### src/rtl/instr_encoder.sv
// Packs decoded RV32I fields into instruction words and streams them to instruction memory.
// Optional `ENC_RANGE_CHECK_EN: reject bundles whose immediates do not fit their encoding.
//
//   state  | meaning
//   IDLE   | waiting for start
//   RUN    | accepting bundles, writing words
//   DONE   | one-cycle completion pulse
module instr_encoder #(
    parameter int ADDR_W     = 10,
    parameter int BASE_WADDR = 0
) (
    input  logic              clk,
    input  logic              reset_n,
    input  logic              start,
    input  logic [ADDR_W-1:0] prog_len,
    input  logic              in_valid,
    output logic              in_ready,
    input  logic [3:0]        fmt,
    input  logic [9:0]        aluCtrl,
    input  logic [4:0]        rs1,
    input  logic [4:0]        rs2,
    input  logic [4:0]        rd,
    input  logic [31:0]       imm,
    output logic              mem_we,
    input  logic              mem_ready,
    output logic [ADDR_W-1:0] mem_addr,
    output logic [31:0]       mem_wdata,
    output logic              busy,
    output logic              done,
    output logic              err
);

    localparam logic [ADDR_W-1:0] BASE = ADDR_W'(BASE_WADDR);

    typedef enum logic [1:0] {S_IDLE, S_RUN, S_DONE} state_t;

    state_t            r_state;
    logic [ADDR_W-1:0] r_remaining;
    logic [ADDR_W-1:0] r_mem_addr;
    logic [31:0]       r_mem_wdata;
    logic              r_mem_we;
    logic              r_err;

    logic [6:0]  w_f7;
    logic [2:0]  w_f3;
    logic [31:0] w_word;
    logic        w_fmt_ok;
    logic        w_range_ok;
    logic        w_legal;
    logic        w_accept;
    logic        w_wr_done;

    assign w_f7 = aluCtrl[9:3];
    assign w_f3 = aluCtrl[2:0];

    always_comb begin
        w_word   = '0;
        w_fmt_ok = 1'b1;
        case (fmt)
            4'd0: w_word = {w_f7, rs2, rs1, w_f3, rd, 7'b0110011};
            4'd1: begin
                // shift-immediates carry funct7 in the upper bits, shamt below
                if (w_f3 == 3'b001 || w_f3 == 3'b101)
                    w_word = {w_f7, imm[4:0], rs1, w_f3, rd, 7'b0010011};
                else
                    w_word = {imm[11:0], rs1, w_f3, rd, 7'b0010011};
            end
            4'd2: w_word = {imm[11:0], rs1, 3'b000, rd, 7'b1100111};
            4'd3: w_word = {imm[11:5], rs2, rs1, w_f3, imm[4:0], 7'b0100011};
            4'd4: w_word = {imm[12], imm[10:5], rs2, rs1, w_f3, imm[4:1], imm[11], 7'b1100011};
            4'd5: w_word = {imm[31:12], rd, 7'b0110111};
            4'd6: w_word = {imm[31:12], rd, 7'b0010111};
            4'd7: w_word = {imm[20], imm[10:1], imm[11], imm[19:12], rd, 7'b1101111};
            4'd8: w_word = {imm[11:0], rs1, w_f3, rd, 7'b0000011};
            default: w_fmt_ok = 1'b0;
        endcase
    end

`ifdef ENC_RANGE_CHECK_EN
    function automatic logic sfit(input logic [31:0] v, input int n);
        logic [31:0] hi;
        hi = 32'($signed(v) >>> (n - 1));
        return (hi == '0) || (hi == '1);
    endfunction

    always_comb begin
        w_range_ok = 1'b1;
        case (fmt)
            4'd1, 4'd2, 4'd3, 4'd8: w_range_ok = sfit(imm, 12);
            4'd4:                   w_range_ok = sfit(imm, 13) && !imm[0];
            4'd7:                   w_range_ok = sfit(imm, 21) && !imm[0];
            4'd5, 4'd6:             w_range_ok = (imm[11:0] == 12'd0);
            default:                w_range_ok = 1'b1;
        endcase
    end
`else
    assign w_range_ok = 1'b1;
`endif

    assign w_legal   = w_fmt_ok && w_range_ok;
    assign in_ready  = (r_state == S_RUN) && (r_remaining != '0) && (!r_mem_we || mem_ready);
    assign w_accept  = in_valid && in_ready;
    assign w_wr_done = r_mem_we && mem_ready;

    always_ff @(posedge clk or negedge reset_n) begin
        if (!reset_n) begin
            r_state     <= S_IDLE;
            r_remaining <= '0;
            r_mem_addr  <= BASE;
            r_mem_wdata <= '0;
            r_mem_we    <= 1'b0;
            r_err       <= 1'b0;
        end else begin
            case (r_state)
                S_IDLE: begin
                    if (start) begin
                        r_err       <= 1'b0;
                        r_mem_addr  <= BASE;
                        r_remaining <= prog_len;
                        r_state     <= (prog_len == '0) ? S_DONE : S_RUN;
                    end
                end
                S_RUN: begin
                    if (w_wr_done) begin
                        r_mem_we   <= 1'b0;
                        r_mem_addr <= r_mem_addr + ADDR_W'(1);
                    end
                    // a new word overrides the clear above for back-to-back writes
                    if (w_accept && w_legal) begin
                        r_mem_we    <= 1'b1;
                        r_mem_wdata <= w_word;
                        r_remaining <= r_remaining - ADDR_W'(1);
                    end
                    if (w_accept && !w_legal)
                        r_err <= 1'b1;
                    if (r_remaining == '0 && !r_mem_we)
                        r_state <= S_DONE;
                end
                S_DONE:  r_state <= S_IDLE;
                default: r_state <= S_IDLE;
            endcase
        end
    end

    assign mem_we    = r_mem_we;
    assign mem_addr  = r_mem_addr;
    assign mem_wdata = r_mem_wdata;
    assign busy      = (r_state == S_RUN);
    assign done      = (r_state == S_DONE);
    assign err       = r_err;

endmodule

### config.mk
export PLATFORM = sky130hd
export DESIGN_NAME = instr_encoder
export DESIGN_NICKNAME = d
export VERILOG_FILES = /design/src/rtl/instr_encoder.sv
export SDC_FILE = /design/constraint.sdc
export NUM_CORES = 1
export LEC_CHECK = 0
export CAP_MARGIN = 20
export CORE_MARGIN = 2
export CORE_UTILIZATION = 46
export DETAILED_ROUTE_END_ITERATION = 16
export GPL_ROUTABILITY_DRIVEN = 0
export GPL_TIMING_DRIVEN = 1
export PLACE_DENSITY = 0.87
export SETUP_SLACK_MARGIN = 0.05
export SLEW_MARGIN = 25
export SYNTH_ARGS = -nofsm -noshare
export SYNTH_HDL_FRONTEND = slang
export SYNTH_SLANG_ARGS = --single-unit
### constraint.sdc
create_clock -name clk -period 1.95 [get_ports clk]
set_input_delay 0.39 -clock clk [delete_from_list [all_inputs] [get_ports clk]]
set_output_delay 0.39 -clock clk [all_outputs]
set_load 0.01 [all_outputs]
Word-level counts from Yosys, hierarchy flattened. Index checks and enable logic that the tools add are counted.

Word-level logic and storage cells: 68. Output and inout bits: 47. Bits of input ports: 76. Register bits: 56.

Reductions and logical operators: 25. Muxes and demuxes: 18. Equality and inequality tests: 17. $add $sub $neg: 2.

Operator list (number): one-hot mux 32 bit (9 select lines) (1); 2-to-1 mux 10 bit (4); one-hot mux 10 bit (2 select lines) (2); 2-to-1 mux 32 bit (1); logical NOT 10 bit (2); == test 4 x 3 -> 1 bit, second input constant (4); adder 10 x 1 -> 10 bit, second input constant (1); nonzero test 10 bit (1); subtractor 10 x 1 -> 10 bit, second input constant (1); AND reduction 3 bit (3); OR reduction 9 bit (1); == test 4 x 2 -> 1 bit, second input constant (2); inequality test 2 x 1 -> 1 bit, second input constant (4); logical AND 1 bit (7); 2-to-1 mux 2 bit (3); AND reduction 2 bit (3); 2-to-1 mux 1 bit (5); == test 4 x 1 -> 1 bit, second input constant (1); == test 4 bit, second input constant (1); logical NOT 4 bit (1); one-hot mux 2 bit (2 select lines) (1); nonzero test 2 bit (2); == test 3 x 1 -> 1 bit, second input constant (1); == test 3 bit, second input constant (1); other kinds (7) (9).

Longest topological paths before layout. Gate-level depths: netlist of run 1.

Depth in word-level cells: 7. Gate-level depth with buffers: 9. Gate-level depth less buffers: 6.

Worst setup path before layout of run 1. No wires, ideal clock.

Kind: input-to-reg. Start point: input port fmt[0]. End point: register r_mem_wdata[11], in the netlist mem_wdata[11]. Required time: 1.824 ns. Setup slack: 0.220 ns. Stages: 7. Library setup time: 0.126 ns. Path buffers: 2. Arrival time: 1.604 ns. Cell sequence: buf_2 -> o31ai_2 -> and4_4 -> nand2_2 -> buf_2 -> a221oi_1 -> nor2_1.

Longest elaborated chain between the ends: 5. Elaborated cells on any way between the ends: 14. Classes of those cells: eq/ne (8); mux (2); reduce/logical (4).

Ends and longest elaborated chain: start, declared (line 18) `input logic [3:0] fmt,`; == test 4 x 1 -> 1 bit, or another cell as far along (line 59) `case (fmt)`; OR reduction 9 bit (no source line); 2-to-1 mux 1 bit (line 59); logical AND 1 bit (line 129) `if (w_accept && w_legal) begin`; AND reduction 2 bit (no source line); end signal, assigned (line 131) `r_mem_wdata <= w_word;`; end, declared (line 40) `logic [31:0] r_mem_wdata;`.

Parallel ways exist; a longest one is shown, timed or not. A chain may end at the register's enable or synchronous reset.

Worst setup path after layout of run 1.
Start point: input port fmt[0]. End point: register r_remaining[2].

Longest elaborated chain between the ends: 6. Elaborated cells on any way between the ends: 14. Classes of those cells: eq/ne (9); mux (1); reduce/logical (4).

Ends and longest elaborated chain: == test 4 x 1 -> 1 bit, or another cell as far along (line 59); OR reduction 9 bit (no source line) *; 2-to-1 mux 1 bit * (line 59); logical AND 1 bit * (line 129); inequality test 2 x 1 -> 1 bit (no source line) *; AND reduction 3 bit (no source line) *; end signal, assigned (line 119) `r_remaining <= prog_len;`; end signal, assigned (line 132) `r_remaining <= r_remaining - ADDR_W'(1);`; end, declared (line 38) `logic [ADDR_W-1:0] r_remaining;`.

Mark *: on every way between the ends. The rest lies on a longest branch, timed or not.

==> results.yml, run 1 <==
timing:
  setup_violations: 0
  worst_pin_slew_ps: 464
  post-route-period-util: 0.978
  rsz0062_at_grt: "true"
  max_freq_mhz: 524
  fin_skew_ps: 9.85
  slew_viol_final: 0
  finalCriticalPeriod_ps: 1910
  hold_viol_final: 0
  relSlewSlack: 0.690
hold_path:
  hp-class: "input port to async pin"
setup_path:
  crit-reg2reg-launch: "r_state[1]$_DFFE_PN0P_"
  crit_fanout: 3
  path_class: "input port to register"
  critPathCaptureType: "register"
  timing.rr.end: "r_remaining[2]$_DFFE_PN0P_"
  worstPathArrival_ps: 2100
  rr_worst_depth: 8
  r2r_slack_ps: 130
  worstPathRequired_ps: 2150
  startpoint_type: "input port"
die:
  die_h_um: 90.7
  die_area_mm2: 0.00822
  start_util: 0.476
  core_area_mm2: 0.00725
  rows: 31
  pin_count: 123
  die_x_um: 90.7
final_layout:
  final_common_cell: "clkdlybuf4s50_1"
  area_growth_syn_to_layout_pct: 55.2
  n_antenna_cell: 0
  multi_input_area_mm2: 0.00193
  fin_nets: 648
  seqCellArea_mm2: 0.00138
  n_fill_cell: 525
  mostFrequentLayoutCells: "clkdlybuf4s50_1, nor2_1, buf_4"
  final_core_util: 0.739
  drive_above_1_share: 0.168
routing:
  via_per_inst: 5.73
  dr.pass1.iters: 5
  drc: 0
  vias: 3835
  first_iter_violations: 198
  ant_nets: 0
  drt-total-wl_mm: 11.1
  routedWlPerCell_um: 16.6
placed_design:
  hpwl_mm: 8.42
  port_buffers: 122
clocking:
  cts_tree: "built"
  path_clk_slew_ps: 110
  clock-sinks: 55
  root_buffer: "clkbuf_8"
  cts_buffer_depth: 2
  cts_buffers: 5
  hold_buffers: 0
  clkLatencyLatePin_ps: 310
  htreeDepth: 2
synthesis:
  synth_flop_cell: "dfrtp_1"
  ys_async_sr_fraction: 1.00
  synth_edf_count: 0
  yosysWarnings: 0
  synth.distinct_cells: 60
  synthCells: 400
  synth_area_mm2: 0.00345
  syn_avg_cell_area_um2: 8.64
  yosysSeqAreaShare: 0.398
  ys_ff_latch: 55
  synthesis.nets: 479
global_route:
  grt_usage: 0.255
  grt_pass1_vias: 3563
  grt-ovfl-total: 0
  grt_first_pass_wirelength_mm: 17.2
  antenna_found_initial: 0
  grt_max_degree: 38
power_and_ir_drop:
  power.total_mw: 5.21
  p_leak_nw: 2.30
  power_density_mw_per_mm2: 972
  ir_drop_mv: 0.535
status:
  status: "completed"
flow_run:
  drv_cap: 0
per-layer routing:
layer,GRT usage,wire length [µm],vias to the layer above
met5,0,0,-
met4,0.0667,172,0
met3,0.0309,652,16
met2,0.438,5520,186
met1,0.342,4770,1821
li1,-,-,1812
sequential cells by signal (all words and copies together) (netlist names):
register / flops
err: 1
mem_addr: 10
mem_wdata: 31
mem_we: 1
r_remaining: 10
r_state: 2
kinds of logic (layout without fill, tap and decap cells):
kind of cell,Yosys count,count (layout),share of synthesized area
compound gates,123,123,0.258
xor+xnor,10,10,0.0254
fa+ha+maj,3,3,0.0109
buf+inv,37,207,0.0576
flops,55,55,0.398
mux,5,5,0.0145
simple gates,167,167,0.236
where the power goes:
group / switching (mW) / leakage, nW / internal [mW] / total (mW)
registers: 0.321 / 0.652 / 1.53 / 1.86
logic: 1.26 / 1.60 / 1.45 / 2.71
clock network: 0.387 / 0.0483 / 0.254 / 0.642
cell type report:
type,instances,share of cell area
inverters,9,0.00630
clock buffers,5,0.0128
well taps,99,0.0231
flip-flops and latches,55,0.257
multi-input cells,308,0.360
clock inverters,3,0.00350
repair buffers,190,0.338
per-stage QoR:
stage	hold slack, ps	instance area (µm²)	setup TNS (ps)	cells	setup WS, ps
floorplan	94.4	3450	0	400	220
global placement	364	5130	-8510	656	-336
detailed placement	375	5130	-9710	656	-404
CTS	29.4	5260	-134	665	-134
global route	33.2	5360	-38.7	669	-38.7
finish	11.2	5360	0	669	42.6
critical path, stage by stage:
cell and delay [ps]:
clkdlybuf4s50_1 480, o31ai_4 330, and4_4 310, a21oi_4 90, buf_4 150, buf_4 130, o22a_1 210
worst max path at each step:
stage	start	to	slack (ps)	depth (start not counted)
6_report	fmt[0]	r_remaining[2]$_DFFE_PN0P_	40	7
5_1_grt	r_remaining[4]$_DFFE_PN0P_	in_ready	-40	4
4_1_cts	r_remaining[2]$_DFFE_PN0P_	in_ready	-130	4
3_5_place_dp	fmt[1]	mem_wdata[30]$_DFFE_PN0P_	-400	6
3_3_place_gp	fmt[1]	mem_wdata[30]$_DFFE_PN0P_	-340	6
2_1_floorplan	fmt[0]	mem_wdata[11]$_DFFE_PN0P_	220	7
cell usage after synthesis (7+ instances only):
cell type	count	area share
a211oi_1	7	0.015
a21oi_1	28	0.041
a221oi_1	18	0.046
a22oi_1	7	0.015
a2bb2oi_1	7	0.018
a31oi_1	13	0.024
buf_2	12	0.017
clkbuf_1	8	0.0087
dfrtp_1	55	0.40
inv_1	9	0.0098
nand2_1	36	0.039
nand2b_1	8	0.014
nor2_1	73	0.079
nor2b_1	7	0.013
o21ai_0	11	0.016
o22a_1	8	0.020
xor2_1	7	0.018
repair_timing:
action | CTS | global route
pin swaps | 2 | 5
setup buffers | 1 | 3
gates resized for setup | 8 | 14
endpoints found under the setup margin | 16 | 28
gates cloned | 0 | 2
endpoints found under the hold margin | 0 | 0
(Power assumes the default switching activity.)
==> run 2: changes to the inputs <==
- CELL_PAD_IN_SITES_DETAIL_PLACEMENT: default -> 0
- CELL_PAD_IN_SITES_GLOBAL_PLACEMENT: default -> 1
- CORE_UTILIZATION: 46 -> 30
- PLACE_DENSITY: 0.87 -> 0.83
- SKIP_LAST_GASP: default -> 1
- clock period: 1.95 -> 1.6 ns (I/O delays scaled with it)
==> run 2 against run 1 <==
The run now ends with negative setup slack left. Cell count grew 13%. Register-to-register slack worse by 340 ps. Global-route usage fell by 6.2 points. Core utilization fell by 18 points. Highest routed layer unchanged.
==> results.yml, run 2 (synthesized netlist as in run 1, its figures left out) <==
timing:
  hold_viol_final: 0
  worst_slack_ps: -237
  setup_violations: 45
  hold_slack_ps: 19.3
  slew_viol_final: 0
  max_freq_mhz: 544
  rsz0062_at_grt: "true"
  worst_pin_slew_ps: 417
  finalCriticalPeriod_ps: 1840
  relSlewSlack: 0.721
  fin_skew_ps: 7.26
  post-route-period-util: 1.15
final_layout:
  largest_reg_flops: 31
  n_antenna_cell: 0
  final_cell_area_mm2: 0.00634
  mostFrequentLayoutCells: "buf_4, clkdlybuf4s50_1, dfrtp_1"
  fin_nets: 692
  final_common_cell: "buf_4"
  fin_cells: 756
  drive_above_1_share: 0.334
  area_growth_syn_to_layout_pct: 83.6
  n_fill_cell: 1011
power_and_ir_drop:
  power_density_mw_per_mm2: 1240
  p_leak_nw: 2.84
  p_comb_frac: 0.548
  p_clk_frac: 0.156
  ir_drop_mv: 0.734
  power.switching_mw: 2.85
  swShare: 0.364
  p_int_mw: 4.99
  seqPwrFrac: 0.296
  power.total_mw: 7.85
routing:
  first_iter_violations: 269
  ant_nets: 0
  dr.pass1.iters: 4
  vias: 3960
  via_per_inst: 5.24
  routedWlPerCell_um: 16.5
  drt-total-wl_mm: 12.5
  drc: 0
clocking:
  cts_buffer_depth: 2
  path_clk_slew_ps: 70
  hold_buffers: 0
  cts_tree: "built"
  htreeDepth: 2
  clkLatencyLatePin_ps: 290
  cts_buffers: 5
  clock-sinks: 55
  root_buffer: "clkbuf_16"
setup_path:
  path_class: "register to primary output"
  worstPathArrival_ps: 1520
  slowest_stage: "dfrtp_1"
  timing.rr.end: "r_remaining[8]$_DFFE_PN0P_"
  rr_worst_depth: 7
  max_stage_delay_ps: 410
  crit-reg2reg-launch: "r_remaining[2]$_DFFE_PN0P_"
  r2r_slack_ps: -210
  critPathCaptureType: "primary output"
  crit_fanout: 2
  startpoint_type: "register"
  worstPathRequired_ps: 1280
  path_cells: "nor4_4, nand4b_4, and2_4, buf_6"
die:
  die_h_um: 111
  die_x_um: 111
  pin_count: 123
  start_util: 0.305
  rows: 39
  die_area_mm2: 0.0124
  core_area_mm2: 0.0113
status:
  violations: "negative setup slack"
  status: "complete, but fails checks"
placed_design:
  place_area_mm2: 0.00541
  pre_cts_slack_ps: -702
  hpwl_mm: 9.06
  port_buffers: 122
  dp.cells: 721
global_route:
  grt_max_degree: 56
  grt_pass1_vias: 4028
  grt_usage: 0.193
  grt-ovfl-total: 0
  antenna_found_initial: 0
  grt_first_pass_wirelength_mm: 19.8
hold_path:
  hp-class: "input port to async pin"
flow_run:
  drv_cap: 0
[run 2: power by group through the flow]
stage	clock, mW	sequential [mW]	combinational (mW)
after floorplan	0	2.42	1.38
after global placement	0	2.25	3.38
after detailed placement	0	2.27	3.46
after CTS	1.25	2.31	3.95
after global routing	1.32	2.37	4.61
final	1.23	2.32	4.30
[run 2: metrics by stage]
step	util	TNS (ps)
2_1_floorplan	-	-2790
3_3_place_gp	0.478	-24300
3_5_place_dp	0.478	-26750
4_1_cts	0.535	-6420
5_1_grt	0.560	-8870
6_report	0.560	-6600
[run 2: worst max path at each step]
stage                               startpoint                   endpoint  depth (start not counted)
CTS                 r_remaining[4]$_DFFE_PN0P_                   in_ready                          4
global route        r_remaining[2]$_DFFE_PN0P_                   in_ready                          4
finish              r_remaining[2]$_DFFE_PN0P_                   in_ready                          4
floorplan           r_remaining[2]$_DFFE_PN0P_  mem_wdata[10]$_DFFE_PN0P_                          7
global placement                        fmt[1]  mem_wdata[22]$_DFFE_PN0P_                          8
detailed placement                      fmt[1]  mem_wdata[22]$_DFFE_PN0P_                          8
[run 2: worst max-delay path: cells and delay by family (launching register included)]
kind	cells	cell delay [ps]
simple gates	3	700
buf+inv	1	110
flops	1	410
[run 2: what timing repair did]
action / 4_1_cts / 5_1_grt
resized for setup: 107 / 63
buffers inserted: 18 / 10
pin swaps: 23 / 15
setup endpoints to repair: 66 / 71
gates cloned: 1 / 2
[run 2: layer usage]
metal	GRT usage	vias up	routed length [µm]
met5	0	-	0
met4	0.0551	0	236
met3	0.0301	19	570
met2	0.331	122	6270
met1	0.253	1919	5420
li1	-	1900	-
[run 2: area by class of cell]
type	instances	area (µm²)	area share
clock buffer	6	129	0.0203
inverter	9	36.3	0.00572
timing repair buffer	234	2300	0.363
clock inverter	1	30.0	0.00473
sequential	55	1380	0.217
multi-input combinational	308	2290	0.361
tap	143	179	0.0282
==> run 3: changes to the inputs <==
- CORE_MARGIN: 2 -> 5
- CORE_UTILIZATION: 30 -> 42
- DONT_BUFFER_PORTS: default -> 1
- PLACE_DENSITY: 0.83 -> 0.81
==> run 3 against run 2 <==
The run ends with negative hold slack, negative setup slack left. First-iteration DRC count fell by 26%. Critical path depth stayed put. Final area decreased by 36%. Sequential power rose by 8%. Sequential share of layout area is 12 points higher. Global-route usage rose by 0.27 points. Core utilization shrank 5.8 points. Wire length fell by 19%. Largest cell class is now multi-input combinational cells. Highest routed layer unchanged.
==> results.yml, run 3 (synthesized netlist as in run 1, its figures left out) <==
final_layout:
  largest_reg_flops: 31
  final_cell_area_mm2: 0.00408
  mostFrequentLayoutCells: "dfrtp_1, nor2_1, nand2_1"
  final_common_cell: "dfrtp_1"
  n_fill_cell: 774
  n_antenna_cell: 0
  seqCellArea_mm2: 0.00138
  multi_input_area_mm2: 0.00200
  drive_above_1_share: 0.220
  area_growth_syn_to_layout_pct: 18.2
  fin_nets: 503
setup_path:
  path_class: "register to primary output"
  critPathCaptureType: "primary output"
  worstPathArrival_ps: 1530
  startpoint_type: "register"
  crit_fanout: 2
  worstPathRequired_ps: 1280
power_and_ir_drop:
  p_leak_nw: 1.70
  power_density_mw_per_mm2: 1360
  ir_drop_mv: 0.455
placed_design:
  hpwl_mm: 7.51
  place_area_mm2: 0.00374
  pre_cts_slack_ps: -129
  port_buffers: 0
routing:
  wl_met2_mm: 4.67
  drc: 0
  routed.top_layer: "met4"
  drt-total-wl_mm: 10.2
  dr.pass1.iters: 4
  wl_met3_um: 966
  vias: 3147
  wl_met1_mm: 4.40
  first_iter_violations: 200
  routedWlPerCell_um: 19.2
  ant_nets: 0
  via_per_inst: 5.96
timing:
  fin_skew_ps: 8.03
  post-route-period-util: 1.16
  worst_pin_slew_ps: 677
  finalCriticalPeriod_ps: 1850
  setup_tns_ps: -7600
  worst_slack_ps: -253
  hold_viol_final: 55
  rsz0062_at_grt: "true"
  hold_slack_ps: -297
  slew_viol_final: 0
  setup_violations: 44
  max_freq_mhz: 540
  relSlewSlack: 0.547
hold_path:
  hp-class: "input port to async pin"
clocking:
  cts_tree: "built"
  cts_buffer_depth: 2
  htreeDepth: 2
  cts_buffers: 5
  clock-sinks: 55
  root_buffer: "clkbuf_8"
  clkLatencyLatePin_ps: 300
  path_clk_slew_ps: 100
die:
  rows: 33
  die_area_mm2: 0.0101
  die_h_um: 101
  die_x_um: 101
  core_area_mm2: 0.00813
  pin_count: 123
  start_util: 0.425
global_route:
  grt_pass1_vias: 3084
  grt-ovfl-total: 0
  grt_first_pass_wirelength_mm: 16.0
  antenna_found_initial: 0
  grt_max_degree: 56
  grt_usage: 0.196
flow_run:
  drv_cap: 0
status:
  violations: "negative hold slack, negative setup slack"
  status: "complete, but fails checks"
## run 3: changes by cell type in the layout (fill, tap and decap cells not counted), moves of 6 or more
cell / delta
a21oi_1: +6
a21oi_2: -7
buf_12: -9
buf_4: -53
buf_6: -7
clkdlybuf4s50_1: -81
dlygate4sd2_1: -20
dlymetal6s2s_1: -16
nor2_1: +8
nor2_2: +14
nor2_4: -22
## run 3: worst max-delay path, cell delays in order, from the launching register on
cell and delay (ps):
dfrtp_1 420, nor4_4 360, nand4b_4 150, buf_6 140, and2_4 160
## run 3: final timing paths
kind / slack (ps) / depth (start not counted) / end / startpoint
worst max-delay path: -250 / 4 / in_ready / r_remaining[2]$_DFFE_PN0P_
worst min-delay path: -300 / 0 / mem_wdata[20]$_DFFE_PN0P_ / reset_n
worst max register to register: -230 / 8 / mem_wdata[16]$_DFFE_PN0P_ / r_remaining[2]$_DFFE_PN0P_
worst min register to register: 550 / 1 / r_remaining[8]$_DFFE_PN0P_ / r_remaining[8]$_DFFE_PN0P_
max in group asynchronous: 1790 / 0 / mem_wdata[19]$_DFFE_PN0P_ / reset_n
min in group clk: 80 / 1 / mem_wdata[20]$_DFFE_PN0P_ / fmt[3]
## run 3: layer usage
metal | GRT usage | vias up
met5 | 0 | -
met1 | 0.272 | 1513
met2 | 0.302 | 115
met3 | 0.0554 | 9
li1 | - | 1510
met4 | 0.0466 | 0
## run 3: layout make-up
class | instances | share of cell area
Multi-Input combinational cell | 308 | 0.491
Tap cell | 105 | 0.0322
Sequential cell | 55 | 0.337
Clock buffer | 6 | 0.0178
Inverter | 9 | 0.00827
Timing Repair Buffer | 45 | 0.114
## run 3: timing repair
item                       in CTS  in global routing
pin swaps                       5                  7
setup endpoints to repair      43                 54
cloned                          1                  2
hold endpoints to repair       55                 55
resized for setup              14                 32
buffers inserted                7                  1
## run 3: metrics by stage
stage | util | cells | power [mW]
floorplan | - | 400 | 3.80
global placement | 0.459 | 512 | 4.46
detailed placement | 0.459 | 512 | 4.53
CTS | 0.484 | 526 | 5.40
global route | 0.502 | 528 | 5.94
finish | 0.502 | 528 | 5.55
## run 3: where the power goes
part / internal [mW] / switching [mW] / leakage (nW) / total (mW)
logic: 1.19 / 1.13 / 1.01 / 2.32
clock network: 0.294 / 0.427 / 0.0371 / 0.720
registers: 1.87 / 0.644 / 0.652 / 2.51
total: 3.35 / 2.20 / 1.70 / 5.55
